`src/rtl/imc_result_buffer.sv`:
```
// Circular result buffer for IMC ADC rows, read back one BUS_W slice at a time.
// Define IMC_ACCUM_EN to sum ACC_LEN saturating samples per channel before each push.
module imc_result_buffer #(
  parameter int unsigned NUM_ADC   = 16,
  parameter int unsigned ADC_BITS  = 4,
  parameter int unsigned DEPTH     = 16,
  parameter int unsigned ADDR_W    = 4,
  parameter int unsigned BUS_W     = 32,
  parameter int unsigned ACC_LEN   = 4,
  parameter int unsigned ACC_EXTRA = 2
) (
  input  logic                        clk,
  input  logic                        reset_n,
  input  logic                        clr,
  input  logic                        imc_valid,
  input  logic [NUM_ADC*ADC_BITS-1:0] imc_data,
  input  logic                        rd_req,
  input  logic [3:0]                  rd_slice,
  input  logic                        rd_pop,
  output logic [BUS_W-1:0]            rd_data,
  output logic                        rd_ack,
  output logic                        full,
  output logic                        empty,
  output logic [ADDR_W:0]             count,
  output logic [31:0]                 status
);

`ifdef IMC_ACCUM_EN
  localparam int unsigned CH_W = ADC_BITS + ACC_EXTRA;
`else
  localparam int unsigned CH_W = ADC_BITS;
`endif
  localparam int unsigned ROW_W  = NUM_ADC * CH_W;
  localparam int unsigned NSLICE = (ROW_W + BUS_W - 1) / BUS_W;
  localparam int unsigned PAD_W  = NSLICE * BUS_W;

  // Elaboration-time sanity checks on the configuration.
  if (DEPTH != (1 << ADDR_W) || DEPTH < 2 || DEPTH > 128) begin : g_chk_depth
    $error("imc_result_buffer: DEPTH must be 2**ADDR_W within 2..128");
  end
  if (NSLICE > 16) begin : g_chk_nslice
    $error("imc_result_buffer: row needs more than 16 bus slices");
  end
  if (ACC_LEN < 1 || ACC_EXTRA > 16) begin : g_chk_acc
    $error("imc_result_buffer: ACC_LEN must be >= 1 and ACC_EXTRA <= 16");
  end

  logic [ROW_W-1:0]  mem_q [DEPTH];
  logic [ADDR_W-1:0] wr_ptr_q, wr_ptr_d;
  logic [ADDR_W-1:0] rd_ptr_q, rd_ptr_d;
  logic [ADDR_W:0]   count_q, count_d;
  logic              ovf_q, ovf_d;
  logic              udf_q, udf_d;
  logic [BUS_W-1:0]  rd_data_q, rd_data_d;
  logic              rd_ack_q, rd_ack_d;

  logic              push_req;
  logic [ROW_W-1:0]  push_row;
  logic              do_push;
  logic              do_pop;
  logic [PAD_W-1:0]  head_pad;
  logic [BUS_W-1:0]  slice_word;

`ifdef IMC_ACCUM_EN
  localparam int unsigned SMP_W = (ACC_LEN > 1) ? $clog2(ACC_LEN) : 1;

  logic [ROW_W-1:0] acc_q, acc_d, acc_sum;
  logic [SMP_W-1:0] smp_q, smp_d;
  logic [CH_W:0]    ch_sum;

  always_comb begin
    acc_sum  = '0;
    ch_sum   = '0;
    acc_d    = acc_q;
    smp_d    = smp_q;
    push_req = 1'b0;
    // One guard bit per channel detects the carry that triggers saturation.
    for (int unsigned i = 0; i < NUM_ADC; i++) begin
      ch_sum = {1'b0, acc_q[i*CH_W +: CH_W]} + (CH_W+1)'(imc_data[i*ADC_BITS +: ADC_BITS]);
      acc_sum[i*CH_W +: CH_W] = ch_sum[CH_W] ? {CH_W{1'b1}} : ch_sum[CH_W-1:0];
    end
    if (imc_valid) begin
      if (smp_q == SMP_W'(ACC_LEN - 1)) begin
        push_req = 1'b1;
        acc_d    = '0;
        smp_d    = '0;
      end else begin
        acc_d = acc_sum;
        smp_d = smp_q + 1'b1;
      end
    end
  end

  assign push_row = acc_sum;

  always_ff @(posedge clk or negedge reset_n) begin
    if (!reset_n) begin
      acc_q <= '0;
      smp_q <= '0;
    end else if (clr) begin
      acc_q <= '0;
      smp_q <= '0;
    end else begin
      acc_q <= acc_d;
      smp_q <= smp_d;
    end
  end
`else
  assign push_req = imc_valid;
  assign push_row = imc_data;
`endif

  // Full and empty come from the count, so equal pointers are never ambiguous.
  assign full  = (count_q == (ADDR_W+1)'(DEPTH));
  assign empty = (count_q == '0);
  assign count = count_q;

  // NOTE: every always_comb output gets a default first so no latch is inferred.
  always_comb begin
    do_pop   = rd_pop && !empty;
    do_push  = push_req && (!full || do_pop);
    ovf_d    = ovf_q | (push_req && full && !do_pop);
    udf_d    = udf_q | (rd_pop && empty);
    wr_ptr_d = do_push ? wr_ptr_q + 1'b1 : wr_ptr_q;
    rd_ptr_d = do_pop  ? rd_ptr_q + 1'b1 : rd_ptr_q;
    count_d  = count_q;
    case ({do_push, do_pop})
      2'b10:   count_d = count_q + 1'b1;
      2'b01:   count_d = count_q - 1'b1;
      default: count_d = count_q;
    endcase
  end

  always_comb begin
    head_pad              = '0;
    head_pad[ROW_W-1:0]   = mem_q[rd_ptr_q];
    slice_word            = '0;
    for (int unsigned s = 0; s < NSLICE; s++) begin
      if (rd_slice == 4'(s)) slice_word = head_pad[s*BUS_W +: BUS_W];
    end
    rd_ack_d  = rd_req;
    rd_data_d = rd_data_q;
    if (rd_req) rd_data_d = empty ? '0 : slice_word;
  end

  // NOTE: row storage has no reset; pointers and count alone define which rows are live.
  always_ff @(posedge clk) begin
    if (do_push && !clr) mem_q[wr_ptr_q] <= push_row;
  end

  // NOTE: sequential state is updated with non-blocking assignments only.
  always_ff @(posedge clk or negedge reset_n) begin
    if (!reset_n) begin
      wr_ptr_q  <= '0;
      rd_ptr_q  <= '0;
      count_q   <= '0;
      ovf_q     <= 1'b0;
      udf_q     <= 1'b0;
      rd_data_q <= '0;
      rd_ack_q  <= 1'b0;
    end else if (clr) begin
      wr_ptr_q  <= '0;
      rd_ptr_q  <= '0;
      count_q   <= '0;
      ovf_q     <= 1'b0;
      udf_q     <= 1'b0;
      rd_data_q <= '0;
      rd_ack_q  <= 1'b0;
    end else begin
      wr_ptr_q  <= wr_ptr_d;
      rd_ptr_q  <= rd_ptr_d;
      count_q   <= count_d;
      ovf_q     <= ovf_d;
      udf_q     <= udf_d;
      rd_data_q <= rd_data_d;
      rd_ack_q  <= rd_ack_d;
    end
  end

  assign rd_data = rd_data_q;
  assign rd_ack  = rd_ack_q;
  assign status  = {ovf_q, udf_q, full, empty, 4'b0000,
                    8'(count_q), 8'(wr_ptr_q), 8'(rd_ptr_q)};

endmodule

```
`config.mk`:
```
export PLATFORM = sky130hd
export DESIGN_NAME = imc_result_buffer
export DESIGN_NICKNAME = d
export VERILOG_FILES = /design/src/rtl/imc_result_buffer.sv
export SDC_FILE = /design/constraint.sdc
export NUM_CORES = 1
export LEC_CHECK = 0
export ABC_AREA = 1
export CORE_ASPECT_RATIO = 1.25
export CORE_UTILIZATION = 41
export CTS_CLUSTER_DIAMETER = 40
export DETAILED_ROUTE_END_ITERATION = 16
export PLACE_DENSITY_LB_ADDON = 0.12
export SYNTH_ARGS = -nofsm -noshare
export SYNTH_HDL_FRONTEND = slang
export SYNTH_SLANG_ARGS = --single-unit
```
`constraint.sdc`:
```
create_clock -name clk -period 5.3 [get_ports clk]
set_input_delay 1.06 -clock clk [delete_from_list [all_inputs] [get_ports clk]]
set_output_delay 1.06 -clock clk [all_outputs]
set_load 0.005 [all_outputs]
```
==> flow_summary_export.csv <==
group,metric,value,unit
worst_setup_path,critPathArrivalTime,2.53,ns
die,start_util,0.414,
synthesis,synth-seq-cells,1072,
cells_and_area,fin_area,0.0505,mm²
route,dr.pass1.iters,6,
synthesis,yosys_warnings,0,
pwr,ir_drop,348,µV
synthesis,yosys.cell_types.count,27,
cts,clk_pin_slew_worst_paths,0.06,ns
sta,fin_crit_sh,0.677,
worst_setup_path,required,4.24,ns
pwr,pwr_density_cell,432,mW/mm²
route,ant_nets,0,
cts,postCtsSetupRepairBufs,0,
pwr,power.leakage,18.4,nW
die,die_area,0.108,mm²
synthesis,yosys.area.top_type,"edfxtp_1",
sta,slew_headroom,0.257,
worst_setup_path,worstPathCellList,"buf_4, clkdlybuf4s50_1",
die,num_io_pins,146,
synthesis,synth_top_area_share,0.703,
sta,min_period,3.59,ns
global_route,antenna_found_initial,1,
worst_setup_path,cp_slowest_stage_delay,0.62,ns
placement,placed_area,0.0460,mm²
worst_setup_path,worstRegToRegCells,12,
sta,fmax,279,MHz
route,wl,116000,µm
worst_setup_path,critPathKind,"reg2out",
sta,maxSlewViolCount,0,
placement,dpl.hpwl,60200,µm
sta,holdWs,0.450,ns
worst_setup_path,path_max_fanout,42,
route,drt_iter0_markers,2089,
route,drc_errors,0,
global_route,grt_max_degree,229,
worst_setup_path,start_kind,"flop",
cts,htreeDepth,4,
cells_and_area,post_route_cells_drive_above_1_share,0.0767,
cts,cts-root-buf,"clkbuf_16",
worst_setup_path,slowest_stage,"clkdlybuf4s50_1",
sta,finalHoldViolations,0,
synthesis,synthTopCellsByArea,"edfxtp_1 (70%), nand2_1 (12%), nand3_1 (9.6%)",
placement,place_inst,5064,
cts,ctsLongestPathBuffers,3,
global_route,grtUsageTotal,0.217,
synthesis,ys_seq_area_frac,0.731,
cts,hold_buffers,0,
run_status,status,"finished clean",
sta,tns,0,ns
cts,clock_sinks,1072,
worst_setup_path,end_kind,"output port",
sta,setup_viol,0,
cells_and_area,area.growth.synth_to_final,15.4,%
worst_setup_path,critPathTopFamily,"buffers and inverters",
worst_setup_path,worst-r2r-setup-slack,2.27,ns
route,vias,27600,
cts,cts_tree,"yes",
global_route,grt_pass1_vias,27100,
route,viasPerCell,5.20,
die,die_h,367,µm
min_path,hold_path_class,"in2async",
die,row_count,133,
cts,clk_latency,0.75,ns
job,max-cap-violations,0,
cells_and_area,diodes,0,
cells_and_area,fin_util,0.478,
sta,rsz0062_at_grt,"false",
synthesis,netlist_area,0.0437,mm²
worst_setup_path,reg2reg_from,"rd_ptr_q[0]",
cts,cts_buffers,134,
worst_setup_path,timing.critical_path.buf_inv,2,
synthesis,syn_inst,3697,
cells_and_area,finalNonFillerCells,5303,
synthesis,avgSynthCellArea,11.8,µm²
die,fp.dieW,294,µm
global_route,overflow,0,
placement,place.gp.congestion,0.799,
sta,clock_skew,0.0257,ns
global_route,grt_pass1_wl,174000,µm
cells_and_area,nets,3866,
cts,cts_resized,0,
route,wire_per_inst,21.8,µm
worst_setup_path,r2r-end,"rd_data[5]",
die,core_area,0.106,mm²
sta,tightestPinTransition,1.11,ns
worst_setup_path,cp.depth,2,
placement,portBuffers,130,
[metrics by stage]
stage               total power, mW  worst slack, ns
global placement               12.9             1.40
global route                   22.7             1.64
CTS                            22.0             1.66
finish                         21.8             1.71
floorplan                      11.9            0.494
detailed placement             12.9             1.34
[final cells by class]
class                   instances  area [µm²]
flip-flops and latches       1072       32000
well taps                    1417        1770
clock buffers                 161        3610
repair buffers                188        1880
fillers                      9573       55000
inverters                      27         145
multi-input cells            2360       10200
clock inverters                78         836
[worst max-delay path by stage]
stage / end / from
floorplan: mem_q[15][0] / clr
global placement: mem_q[3][28] / clr
detailed placement: mem_q[3][28] / clr
CTS: status[0] / rd_ptr_q[0]
global route: status[0] / rd_ptr_q[0]
finish: status[0] / rd_ptr_q[0]
[cells in the mapped netlist]
cell      count
buf_4        61
buf_2       101
dfrtp_1      48
buf_1        23
o21a_1        1
a31oi_1       1
edfxtp_1   1024
nor3_1        1
a21oi_2       2
xnor2_1       3
inv_2         3
a21oi_1      39
fa_1          1
conb_1        1
ha_1          8
or2_2         1
inv_8         1
buf_6        40
nor2_1       27
inv_1        23
o21ai_0       9
nand3_1     842
nand4_1       2
clkbuf_1     26
nand2_1    1406
nor2_2        2
buf_8         1
[placed cells by master (no fill, tap or decap), types with 15 or more instances in the layout]
master,n
dfrtp_1,44
edfxtp_1,1024
nand2_1,1405
inv_1,22
nand3_1,842
clkinv_1,15
conb_1,15
clkinv_2,17
buf_4,46
clkbuf_16,140
clkdlybuf4s50_1,129
clkbuf_1,18
nor2_4,18
a21oi_1,39
[registers in the layout (all words and copies together), names as in the netlist]
name / flops
rd_data: 32
mem_q: 1024
rd_ptr_q: 4
ovf_q: 1
wr_ptr_q: 4
rd_ack: 1
count: 5
udf_q: 1
[worst reg2reg max path: stages (launching register included)]
cell	delay [ns]
dfrtp_4	0.61
buf_4	0.50
buf_4	0.89
nand2_1	0.14
nand3_1	0.12
nand3_1	0.11
nand2_1	0.12
nand2_1	0.05
nand2_1	0.17
nand2_1	0.07
nand2_1	0.08
nand2_1	0.05
nand2_1	0.05
[report_power, final]
part | switching, mW | internal [mW]
clock network | 3.57 | 5.52
registers | 0.0958 | 9.40
logic | 2.23 | 0.970
[kinds of logic after synthesis]
family,Yosys count,synth area share
xor+xnor,3,0.000601
other cells,1,0.0000858
fa+ha+maj,9,0.00275
buf+inv,279,0.0394
simple gates,2281,0.220
compound gates,52,0.00621
flops,1072,0.731
[metal layers]
metal	track usage	routed length (µm)
met5	0	13
met4	0.0666	2660
met3	0.0338	5200
met2	0.354	56000
met1	0.297	52000
Note: power is estimated with default switching activity, not from simulation.
